`src/rtl/rr_decoder_arbiter_pkg.sv`:
```
// Shared constants and FSM encoding for the round-robin decoder arbiter.
// No logic, so no latency; no flow control.
// Backpressure: not applicable.
package rr_arb_pkg;

    localparam int N_REQ           = 8;
    localparam int IDX_W           = 3;
    localparam int SLOT_CYCLES_DEF = 4;

    typedef enum logic {
        ST_IDLE  = 1'b0,
        ST_GRANT = 1'b1
    } state_t;

endpackage

```
`src/rtl/rr_pick.sv`:
```
// Rotating-priority picker: first set req bit searching upward from ptr, wrapping at 7.
// Latency: purely combinational.
// Backpressure: none; idx is meaningful only when any_req is high.
module rr_pick
    import rr_arb_pkg::*;
(
    input  logic [N_REQ-1:0] req,
    input  logic [IDX_W-1:0] ptr,
    output logic             any_req,
    output logic [IDX_W-1:0] idx
);

    logic             found;
    logic [IDX_W-1:0] cand;

    always_comb begin
        any_req = |req;
        idx     = '0;
        found   = 1'b0;
        cand    = '0;
        // Index arithmetic in IDX_W bits gives the wrap 7 -> 0 for free.
        for (int k = 0; k < N_REQ; k++) begin
            cand = ptr + IDX_W'(k);
            if (!found && req[cand]) begin
                idx   = cand;
                found = 1'b1;
            end
        end
    end

endmodule

```
`config.mk`:
```
export PLATFORM = sky130hd
export DESIGN_NAME = rr_pick
export DESIGN_NICKNAME = d
export VERILOG_FILES = /design/src/rtl/rr_decoder_arbiter_pkg.sv /design/src/rtl/rr_pick.sv
export SDC_FILE = /design/constraint.sdc
export NUM_CORES = 1
export LEC_CHECK = 0
export ABC_CLOCK_PERIOD_IN_PS = 6600
export CAP_MARGIN = 20
export CORE_MARGIN = 4
export CORE_UTILIZATION = 55
export DETAILED_ROUTE_END_ITERATION = 10
export PLACE_DENSITY = 0.88
export SYNTH_ARGS = -nofsm -noshare
export SYNTH_HDL_FRONTEND = slang
export SYNTH_SLANG_ARGS = --single-unit
```
`constraint.sdc`:
```
create_clock -name vclk -period 6.6
set_clock_uncertainty 0.1 [all_clocks]
set_input_delay 1.32 -clock vclk [all_inputs]
set_output_delay 1.32 -clock vclk [all_outputs]
set_load 0.02 [all_outputs]
```
==> results of run 1 <==
-- final timing paths --
check / start / endpoint / cells past startpoint
setup / recovery: ptr[0] / idx[1] / 9
hold / removal: req[0] / any_req / 4
-- metrics by stage --
stage / util, % / cell area [um^2] / setup slack [ns] / cells / hold slack, ns
detailed placement: 64.6 / 1250 / 0.516 / 150 / 3.93
global placement: 64.6 / 1250 / 0.630 / 150 / 3.92
global route: 64.6 / 1250 / 0.291 / 150 / 4.00
floorplan: - / 1110 / 1.32 / 116 / 2.72
CTS: 64.6 / 1250 / 0.514 / 150 / 3.93
finish: 64.6 / 1250 / 0.507 / 150 / 3.94
-- report_power, final --
part	switching [W]	total, W	internal (W)
registers	0	0	0
logic	0.0000623	0.000122	0.0000600
clock network	0	0	0
-- layer usage --
| layer | up-vias | global-route usage [%] |
|---|---|---|
| met5 | - | 0 |
| met4 | 0 | 6.81 |
| met3 | 4 | 1.69 |
| met2 | 62 | 37.2 |
| met1 | 516 | 28.4 |
| li1 | 492 | - |
-- cell usage after synthesis (2+ instances only) --
master / count
nor4_1: 2
nand3_1: 4
mux4_1: 10
buf_4: 2
o21ai_0: 4
and2_1: 2
mux2i_1: 14
inv_1: 7
clkbuf_1: 8
nand2_1: 3
mux2_2: 5
nand2_2: 2
ha_1: 2
a21oi_1: 7
nor2_1: 7
mux4_2: 5
or3_1: 2
-- cell usage in the layout, fill, tap and decap left out, types with 2 or more instances in the layout --
master,n
ha_1,2
or3_1,2
a21oi_1,7
nand2_1,3
nand3_1,4
and2_1,2
o21ai_0,4
inv_1,7
clkdlybuf4s50_1,15
mux4_2,5
mux4_1,10
mux2i_1,14
nor2_1,7
buf_4,5
nand2_2,2
nor4_1,2
mux2_2,5
-- cell type report --
| type | instances | area [um^2] | area share (%) |
|---|---|---|---|
| Inverter | 7 | 26.3 | 2.10 |
| Multi-Input combinational cell | 96 | 1010 | 80.2 |
| Tap cell | 27 | 33.8 | 2.69 |
| Timing Repair Buffer | 20 | 188 | 15.0 |
-- cells by family (layout without fill, tap and decap cells) --
kind of cell / count (synthesis) / in the layout / share of synthesized area (%)
buffers and inverters: 20 / 27 / 9.66
and+or+nand+nor: 30 / 30 / 15.2
AOI/OAI and AO/OA: 26 / 26 / 16.1
adders and majority gates: 2 / 2 / 2.25
muxes: 36 / 36 / 54.6
xor gates and xnor gates: 2 / 2 / 2.25
-- critical path, cell delays in order --
cell             delay (ns)
clkdlybuf4s50_1        0.49
buf_4                  0.28
ha_1                   0.51
xnor2_2                0.28
mux2_2                 0.43
or3_1                  0.35
a211o_1                0.26
a21oi_1                0.13
clkdlybuf4s50_1        0.61
==> flow_results.xml, run 1 <==
<?xml version="1.0" encoding="UTF-8"?>
<metrics>
  <group name="outcome">
    <metric name="run_status" unit="">complete, no violations</metric>
  </group>
  <group name="grt">
    <metric name="vias_in_the_first_global_route" unit="">1016</metric>
    <metric name="pin_count_of_the_biggest_net_entering_global_routing" unit="">21</metric>
    <metric name="grt_remaining_overflow" unit="">0</metric>
    <metric name="groute.usage.overall" unit="%">21.6</metric>
    <metric name="grt_antenna_before_repair" unit="">0</metric>
    <metric name="grt_pass1_wl" unit="mm">4.59</metric>
  </group>
  <group name="die">
    <metric name="dieWidth" unit="um">53.0</metric>
    <metric name="initial_core_util" unit="%">57.3</metric>
    <metric name="ios" unit="">15</metric>
    <metric name="core.rowCount" unit="">16</metric>
    <metric name="coreArea" unit="um^2">1940</metric>
    <metric name="floorplan.die_area" unit="um^2">2810</metric>
    <metric name="die_height" unit="um">53.0</metric>
  </group>
  <group name="critical_path">
    <metric name="critical_path_peak_fanout" unit="">18</metric>
    <metric name="timing.setup.critical_path_class" unit="">in2out</metric>
    <metric name="critical_path_arrival" unit="ns">4.67</metric>
    <metric name="worstSetupEndpointType" unit="">output pin</metric>
    <metric name="worstPathRequired" unit="ns">5.18</metric>
    <metric name="startpoint_type" unit="">primary input</metric>
  </group>
  <group name="logic_synthesis">
    <metric name="synth_largest_type_area_fraction" unit="%">23.6</metric>
    <metric name="yosysWarnings" unit="">0</metric>
    <metric name="syn_avg_cell_area" unit="um^2">9.60</metric>
    <metric name="netlist-cell-type-count" unit="">47</metric>
    <metric name="synth_cell_area" unit="um^2">1110</metric>
    <metric name="seq_total_area_yosys" unit="%">0</metric>
    <metric name="synthesis.instances" unit="">116</metric>
    <metric name="synth_area_leaders" unit="">mux4_1 24%, mux2i_1 13%, mux4_2 10%</metric>
    <metric name="synth_largest_area_cell" unit="">mux4_1</metric>
    <metric name="syn_nets" unit="">129</metric>
  </group>
  <group name="job">
    <metric name="cap_viol_max_count" unit="">0</metric>
  </group>
  <group name="finish">
    <metric name="clkbuf_count" unit="">0</metric>
    <metric name="n_sequential_cell" unit="">0</metric>
    <metric name="area.growth.synth_to_final" unit="%">12.6</metric>
    <metric name="fillers" unit="">162</metric>
    <metric name="register_area" unit="um^2">0</metric>
    <metric name="drive_above_1_share" unit="%">17.9</metric>
    <metric name="finish.net_count" unit="">138</metric>
    <metric name="antenna_cells_inserted" unit="">0</metric>
  </group>
  <group name="timing">
    <metric name="grt_setup_unrepaired" unit="">no</metric>
    <metric name="final_max_slew_viol_count" unit="">0</metric>
    <metric name="finalHoldViolCount" unit="">0</metric>
    <metric name="tightestPinTransition" unit="ns">0.714</metric>
    <metric name="finalWorstPathRequiredPeriod" unit="ns">6.09</metric>
    <metric name="timing.fmax" unit="GHz">0.164</metric>
    <metric name="max_slew_margin" unit="%">52.3</metric>
    <metric name="report.final.setup_viol" unit="">0</metric>
    <metric name="min_period_over_period" unit="%">92.3</metric>
    <metric name="fin_tns_setup" unit="ns">0</metric>
  </group>
  <group name="drt">
    <metric name="met2_length" unit="mm">1.45</metric>
    <metric name="drt_first_pass_iters" unit="">4</metric>
    <metric name="detail_route.iter0.violations" unit="">31</metric>
    <metric name="route.detailed.vias_per_inst" unit="">7.16</metric>
    <metric name="routed-via-count" unit="">1074</metric>
    <metric name="top_layer_used" unit="">met4</metric>
    <metric name="wl_met1" unit="mm">1.14</metric>
    <metric name="drc_errors" unit="">0</metric>
    <metric name="routed_wirelength" unit="mm">2.84</metric>
    <metric name="final_antenna_net_count" unit="">0</metric>
    <metric name="met3RoutedLength" unit="um">222</metric>
    <metric name="drt-wirelength-per-cell" unit="um">18.9</metric>
  </group>
  <group name="power">
    <metric name="ir_worst_vdd" unit="mV">0.0556</metric>
    <metric name="post-layout-total-power" unit="W">0.000122</metric>
    <metric name="power.density_cell_area" unit="nW/um^2">97.5</metric>
    <metric name="p_leak" unit="nW">0.479</metric>
  </group>
  <group name="placement">
    <metric name="gpl.final_weighted_congestion" unit="">0.842</metric>
    <metric name="detailedPlacementHpwl" unit="mm">2.17</metric>
    <metric name="numPortBuffers" unit="">15</metric>
  </group>
  <group name="clocking">
    <metric name="post-cts-setup-buffer-count" unit="">0</metric>
    <metric name="ctsHoldBuffers" unit="">0</metric>
    <metric name="cts-resized-gates" unit="">0</metric>
  </group>
  <group name="hold_path">
    <metric name="hold_class" unit="">in2out</metric>
  </group>
</metrics>
Note: power is estimated with default switching activity, not from simulation.
==> inputs of run 2 (changes only) <==
--- a/config.mk
+++ b/config.mk
@@ -10,5 +10,5 @@
 export CORE_MARGIN = 4
-export CORE_UTILIZATION = 55
+export CORE_UTILIZATION = 64
 export DETAILED_ROUTE_END_ITERATION = 10
-export PLACE_DENSITY = 0.88
+export PLACE_DENSITY = 0.95
 export SYNTH_ARGS = -nofsm -noshare
--- a/constraint.sdc
+++ b/constraint.sdc
@@ -4,2 +4,2 @@
 set_output_delay 1.32 -clock vclk [all_outputs]
-set_load 0.02 [all_outputs]
+set_load 0.01 [all_outputs]
==> run 2 against run 1 <==
Effect of this change:
- cell count fell by 7.3%
- combinational power hardly changed
- wire length is 8.4% higher
- non-clock buffer count is the same
- count of clock-buffer cells in the layout stayed put
- worst setup slack lost 0.092 ns
- critical path depth did not move
- global-route usage is 4.9 points higher
- power decreased by 0.87%
- die area fell by 12%
- largest cell class unchanged
- largest power group unchanged
- highest routed layer unchanged
==> flow_results.xml, run 2 (synthesis gave the netlist of run 1 again) <==
<?xml version="1.0" encoding="UTF-8"?>
<metrics>
  <group name="outcome">
    <metric name="run_status" unit="">complete, no violations</metric>
  </group>
  <group name="critical_path">
    <metric name="critical_path_peak_fanout" unit="">11</metric>
    <metric name="startpoint_type" unit="">primary input</metric>
    <metric name="worstSetupEndpointType" unit="">output pin</metric>
    <metric name="critical_path_arrival" unit="ns">4.76</metric>
    <metric name="worstPathRequired" unit="ns">5.18</metric>
    <metric name="timing.setup.critical_path_class" unit="">in2out</metric>
  </group>
  <group name="placement">
    <metric name="placed_cell_count" unit="">139</metric>
    <metric name="placed_area" unit="um^2">1240</metric>
    <metric name="numPortBuffers" unit="">15</metric>
    <metric name="detailedPlacementHpwl" unit="mm">2.34</metric>
    <metric name="gpl.final_weighted_congestion" unit="">0.901</metric>
  </group>
  <group name="finish">
    <metric name="layout.cells.most_common" unit="">clkdlybuf4s50_1</metric>
    <metric name="antenna_cells_inserted" unit="">0</metric>
    <metric name="area.growth.synth_to_final" unit="%">11.3</metric>
    <metric name="final_design_area_no_fill" unit="um^2">1240</metric>
    <metric name="final_cell_mix" unit="">15 x clkdlybuf4s50_1, 14 x mux2i_1, 10 x mux4_1</metric>
    <metric name="n_sequential_cell" unit="">0</metric>
    <metric name="finish.net_count" unit="">138</metric>
    <metric name="clkbuf_count" unit="">0</metric>
    <metric name="finish.cell_count_without_fillers" unit="">139</metric>
    <metric name="fillers" unit="">94</metric>
    <metric name="register_area" unit="um^2">0</metric>
    <metric name="drive_above_1_share" unit="%">17.9</metric>
  </group>
  <group name="clocking">
    <metric name="post-cts-setup-buffer-count" unit="">0</metric>
    <metric name="ctsHoldBuffers" unit="">0</metric>
    <metric name="cts-resized-gates" unit="">0</metric>
  </group>
  <group name="die">
    <metric name="die_height" unit="um">49.7</metric>
    <metric name="ios" unit="">15</metric>
    <metric name="coreArea" unit="um^2">1580</metric>
    <metric name="floorplan.die_area" unit="um^2">2470</metric>
    <metric name="initial_core_util" unit="%">70.6</metric>
    <metric name="core.rowCount" unit="">14</metric>
    <metric name="dieWidth" unit="um">49.7</metric>
  </group>
  <group name="power">
    <metric name="internal_power" unit="W">0.0000596</metric>
    <metric name="power.share.switching" unit="%">50.8</metric>
    <metric name="part_of_the_power_in_combinational_logic" unit="%">100.0</metric>
    <metric name="p_leak" unit="nW">0.479</metric>
    <metric name="ir_worst_vdd" unit="mV">0.0552</metric>
    <metric name="power.density_cell_area" unit="nW/um^2">97.7</metric>
    <metric name="pwr-share-seq" unit="%">0</metric>
    <metric name="clockPowerShare" unit="%">0</metric>
    <metric name="p_switching" unit="W">0.0000616</metric>
  </group>
  <group name="grt">
    <metric name="busiest_layer" unit="">met2</metric>
    <metric name="groute.usage.overall" unit="%">26.5</metric>
    <metric name="pin_count_of_the_biggest_net_entering_global_routing" unit="">19</metric>
    <metric name="grt.met2_usage" unit="%">46.0</metric>
    <metric name="vias_in_the_first_global_route" unit="">1086</metric>
    <metric name="grt_antenna_before_repair" unit="">0</metric>
    <metric name="grt_util_met1" unit="%">33.3</metric>
    <metric name="grt_pass1_wl" unit="mm">5.21</metric>
    <metric name="grt_use_met3" unit="%">2.71</metric>
    <metric name="grt_remaining_overflow" unit="">0</metric>
  </group>
  <group name="timing">
    <metric name="max_slew_margin" unit="%">65.0</metric>
    <metric name="timing.fmax" unit="GHz">0.162</metric>
    <metric name="grt_setup_unrepaired" unit="">no</metric>
    <metric name="tightestPinTransition" unit="ns">0.522</metric>
    <metric name="min_period_over_period" unit="%">93.7</metric>
    <metric name="finalWorstPathRequiredPeriod" unit="ns">6.18</metric>
    <metric name="finalHoldViolCount" unit="">0</metric>
    <metric name="final_max_slew_viol_count" unit="">0</metric>
    <metric name="fin_tns_setup" unit="ns">0</metric>
    <metric name="report.final.setup_viol" unit="">0</metric>
  </group>
  <group name="drt">
    <metric name="drc_errors" unit="">0</metric>
    <metric name="drt_first_pass_iters" unit="">5</metric>
    <metric name="routed_wirelength" unit="mm">3.08</metric>
    <metric name="detail_route.iter0.violations" unit="">70</metric>
    <metric name="final_antenna_net_count" unit="">0</metric>
    <metric name="drt-wirelength-per-cell" unit="um">22.2</metric>
    <metric name="routed-via-count" unit="">1115</metric>
    <metric name="route.detailed.vias_per_inst" unit="">8.02</metric>
  </group>
  <group name="job">
    <metric name="cap_viol_max_count" unit="">0</metric>
  </group>
  <group name="hold_path">
    <metric name="hold_class" unit="">in2out</metric>
  </group>
</metrics>
[run 2: cell counts in the layout (fill, tap and decap cells not counted)]
No cell type changed its count.
[run 2: power groups by stage]
stage / logic (W) / registers (W) / clock network, W
4_1_cts: 0.000119 / 0 / 0
2_1_floorplan: 0.0000869 / 0 / 0
6_report: 0.000121 / 0 / 0
3_5_place_dp: 0.000118 / 0 / 0
3_3_place_gp: 0.000113 / 0 / 0
5_1_grt: 0.000130 / 0 / 0
[run 2: final cells by class]
type,instances,area [um^2],area share [%]
Tap cell,16,20.0,1.61
Inverter,7,26.3,2.12
Timing Repair Buffer,20,188,15.1
Multi-Input combinational cell,96,1010,81.1
[run 2: metrics by stage]
| stage | total power [W] | util [%] | hold WS (ns) | worst slack, ns |
|---|---|---|---|---|
| CTS | 0.000119 | 78.7 | 3.90 | 0.445 |
| global placement | 0.000113 | 78.7 | 3.86 | 0.631 |
| detailed placement | 0.000118 | 78.7 | 3.89 | 0.448 |
| finish | 0.000121 | 78.7 | 3.89 | 0.416 |
| global route | 0.000130 | 78.7 | 3.97 | 0.305 |
| floorplan | 0.0000869 | - | 2.66 | 1.46 |
[run 2: routing by layer]
metal | part of all wire, % | routed length (um) | vias up
met1 | 36 | 1120 | 515
li1 | - | - | 491
met3 | 11 | 344 | 16
met4 | 4.0 | 123 | 0
met2 | 48 | 1490 | 93
met5 | 0 | 0 | -
[run 2: critical path, cell delays in order]
cell and delay (ns):
clkdlybuf4s50_1 0.50, inv_1 0.09, ha_1 0.54, mux4_1 0.63
mux2_2 0.33, or3_1 0.37, a211o_1 0.28, a21oi_1 0.15
clkdlybuf4s50_1 0.57
[run 2: worst paths after layout]
kind,from,endpoint,slack (ns),depth (start not counted)
hold / removal,req[0],any_req,3.89,4
setup / recovery,ptr[0],idx[1],0.42,9
==> variant, RTL diff (config.mk and constraints of run 1) <==
The package constant `IDX_W` goes from 3 to 5.
--- a/src/rtl/rr_decoder_arbiter_pkg.sv
+++ b/src/rtl/rr_decoder_arbiter_pkg.sv
@@ -4,7 +4,7 @@
 package rr_arb_pkg;
 
     localparam int N_REQ           = 8;
-    localparam int IDX_W           = 3;
+    localparam int IDX_W           = 5;
     localparam int SLOT_CYCLES_DEF = 4;
 
     typedef enum logic {
Interface: changed (resized idx and ptr); port bits go from 15 to 19. No check against the original RTL was run, so the function may have changed too.
==> variant against run 1 <==
Via count rose by 29%. Highest routed layer unchanged. Critical path depth increased by 1. Combinational power is 42% higher. First-iteration DRC count grew to 2.5 times the old value. Core utilization is 4.7 points higher. Area after synthesis is 24% higher. Largest cell class unchanged. Setup slack lost 0.27 ns. Routed wire length increased by 39%. Worst hold slack got worse by 0.0031 ns. Final area up 27%. Maximum frequency decreased by 4.3%. Power rose by 42%.
==> variant: results (changes against run 1) <==
[cells_and_area]
fill_cells = 171  ; +5.6%
drive_gt1_share_pct = 23.7  ; +5.8 points
nFlopsAndLatches = 0  ; unchanged

[global_route]
grt_pass1_wl_um = 6750  ; +47%
met2_usage_pct = 44.7  ; +7.5 points
grt_util_all_layers_pct = 24.8  ; +3.3 points
gr-usage-met3_pct = 2.45  ; +0.76 points
grt_max_degree = 18  ; -14%
grt_pass1_vias = 1420  ; +40%

[placement]
pre_cts_ws_ns = 0.289  ; -0.227 ns
io_buffers = 19  ; +4

[logic_synthesis]
synthMuxAreaShare_pct = 40.3  ; -14 points
synthesis.nets = 176  ; +36%
synth_area_leaders = mux4_2 28%, ha_1 8.2%, nand2_1 3.8%
synth_fa_ha_area_share_pct = 8.17  ; +5.9 points
synth_cell_types = 52  ; +11%
synthXorXnorAreaFrac_pct = 5.09  ; +2.8 points

[critical_path]
critPathMaxStageDelay_ns = 0.63  ; +0.02 ns
critPathArrivalTime_ns = 4.94  ; +0.27 ns

[status]
status = complete, no violations

[route]
drt_iter0_markers = 79  ; +150%
route.met3.wl_um = 382  ; +72%
wl_met2_um = 1970  ; +36%
routed_wl_um = 3940  ; +39%
first_pass_iters = 6  ; +2
viasPerCell = 7.03  ; -1.9%

[power]
max-vdd-ir-drop_uv = 67.2  ; +21%
powerComb_uw = 173  ; +42%
power.net_switching_uw = 92.1  ; +48%

[sta]
max_slew_margin_pct = 54.6  ; +2.3 points

[variant: worst max path at each step]
stage	start	to	slack (ns)	cells past startpoint
2_1_floorplan	ptr[1]	idx[1]	1.03	11
3_3_place_gp	ptr[0]	idx[1]	0.37	10
3_5_place_dp	ptr[0]	idx[1]	0.29	10
4_1_cts	ptr[0]	idx[1]	0.29	10
5_1_grt	ptr[0]	idx[1]	0.06	10
6_report	ptr[1]	idx[1]	0.24	10
[variant: cell type report]
cell class	count	share of cell area, %
multi-input cells	139	81.8
repair buffers	25	14.8
well taps	28	2.20
inverters	5	1.18
[variant: stage by stage]
stage                     std cells  util [%]  hold slack [ns]  cell area, µm²  total power [mW]
after floorplan                 154         -             2.71            1380             0.120
after global placement          197      69.2             3.90            1590             0.162
after detailed placement        197      69.2             3.93            1590             0.169
after CTS                       197      69.2             3.93            1590             0.170
after global routing            197      69.2             3.98            1590             0.184
final                           197      69.2             3.93            1590             0.173
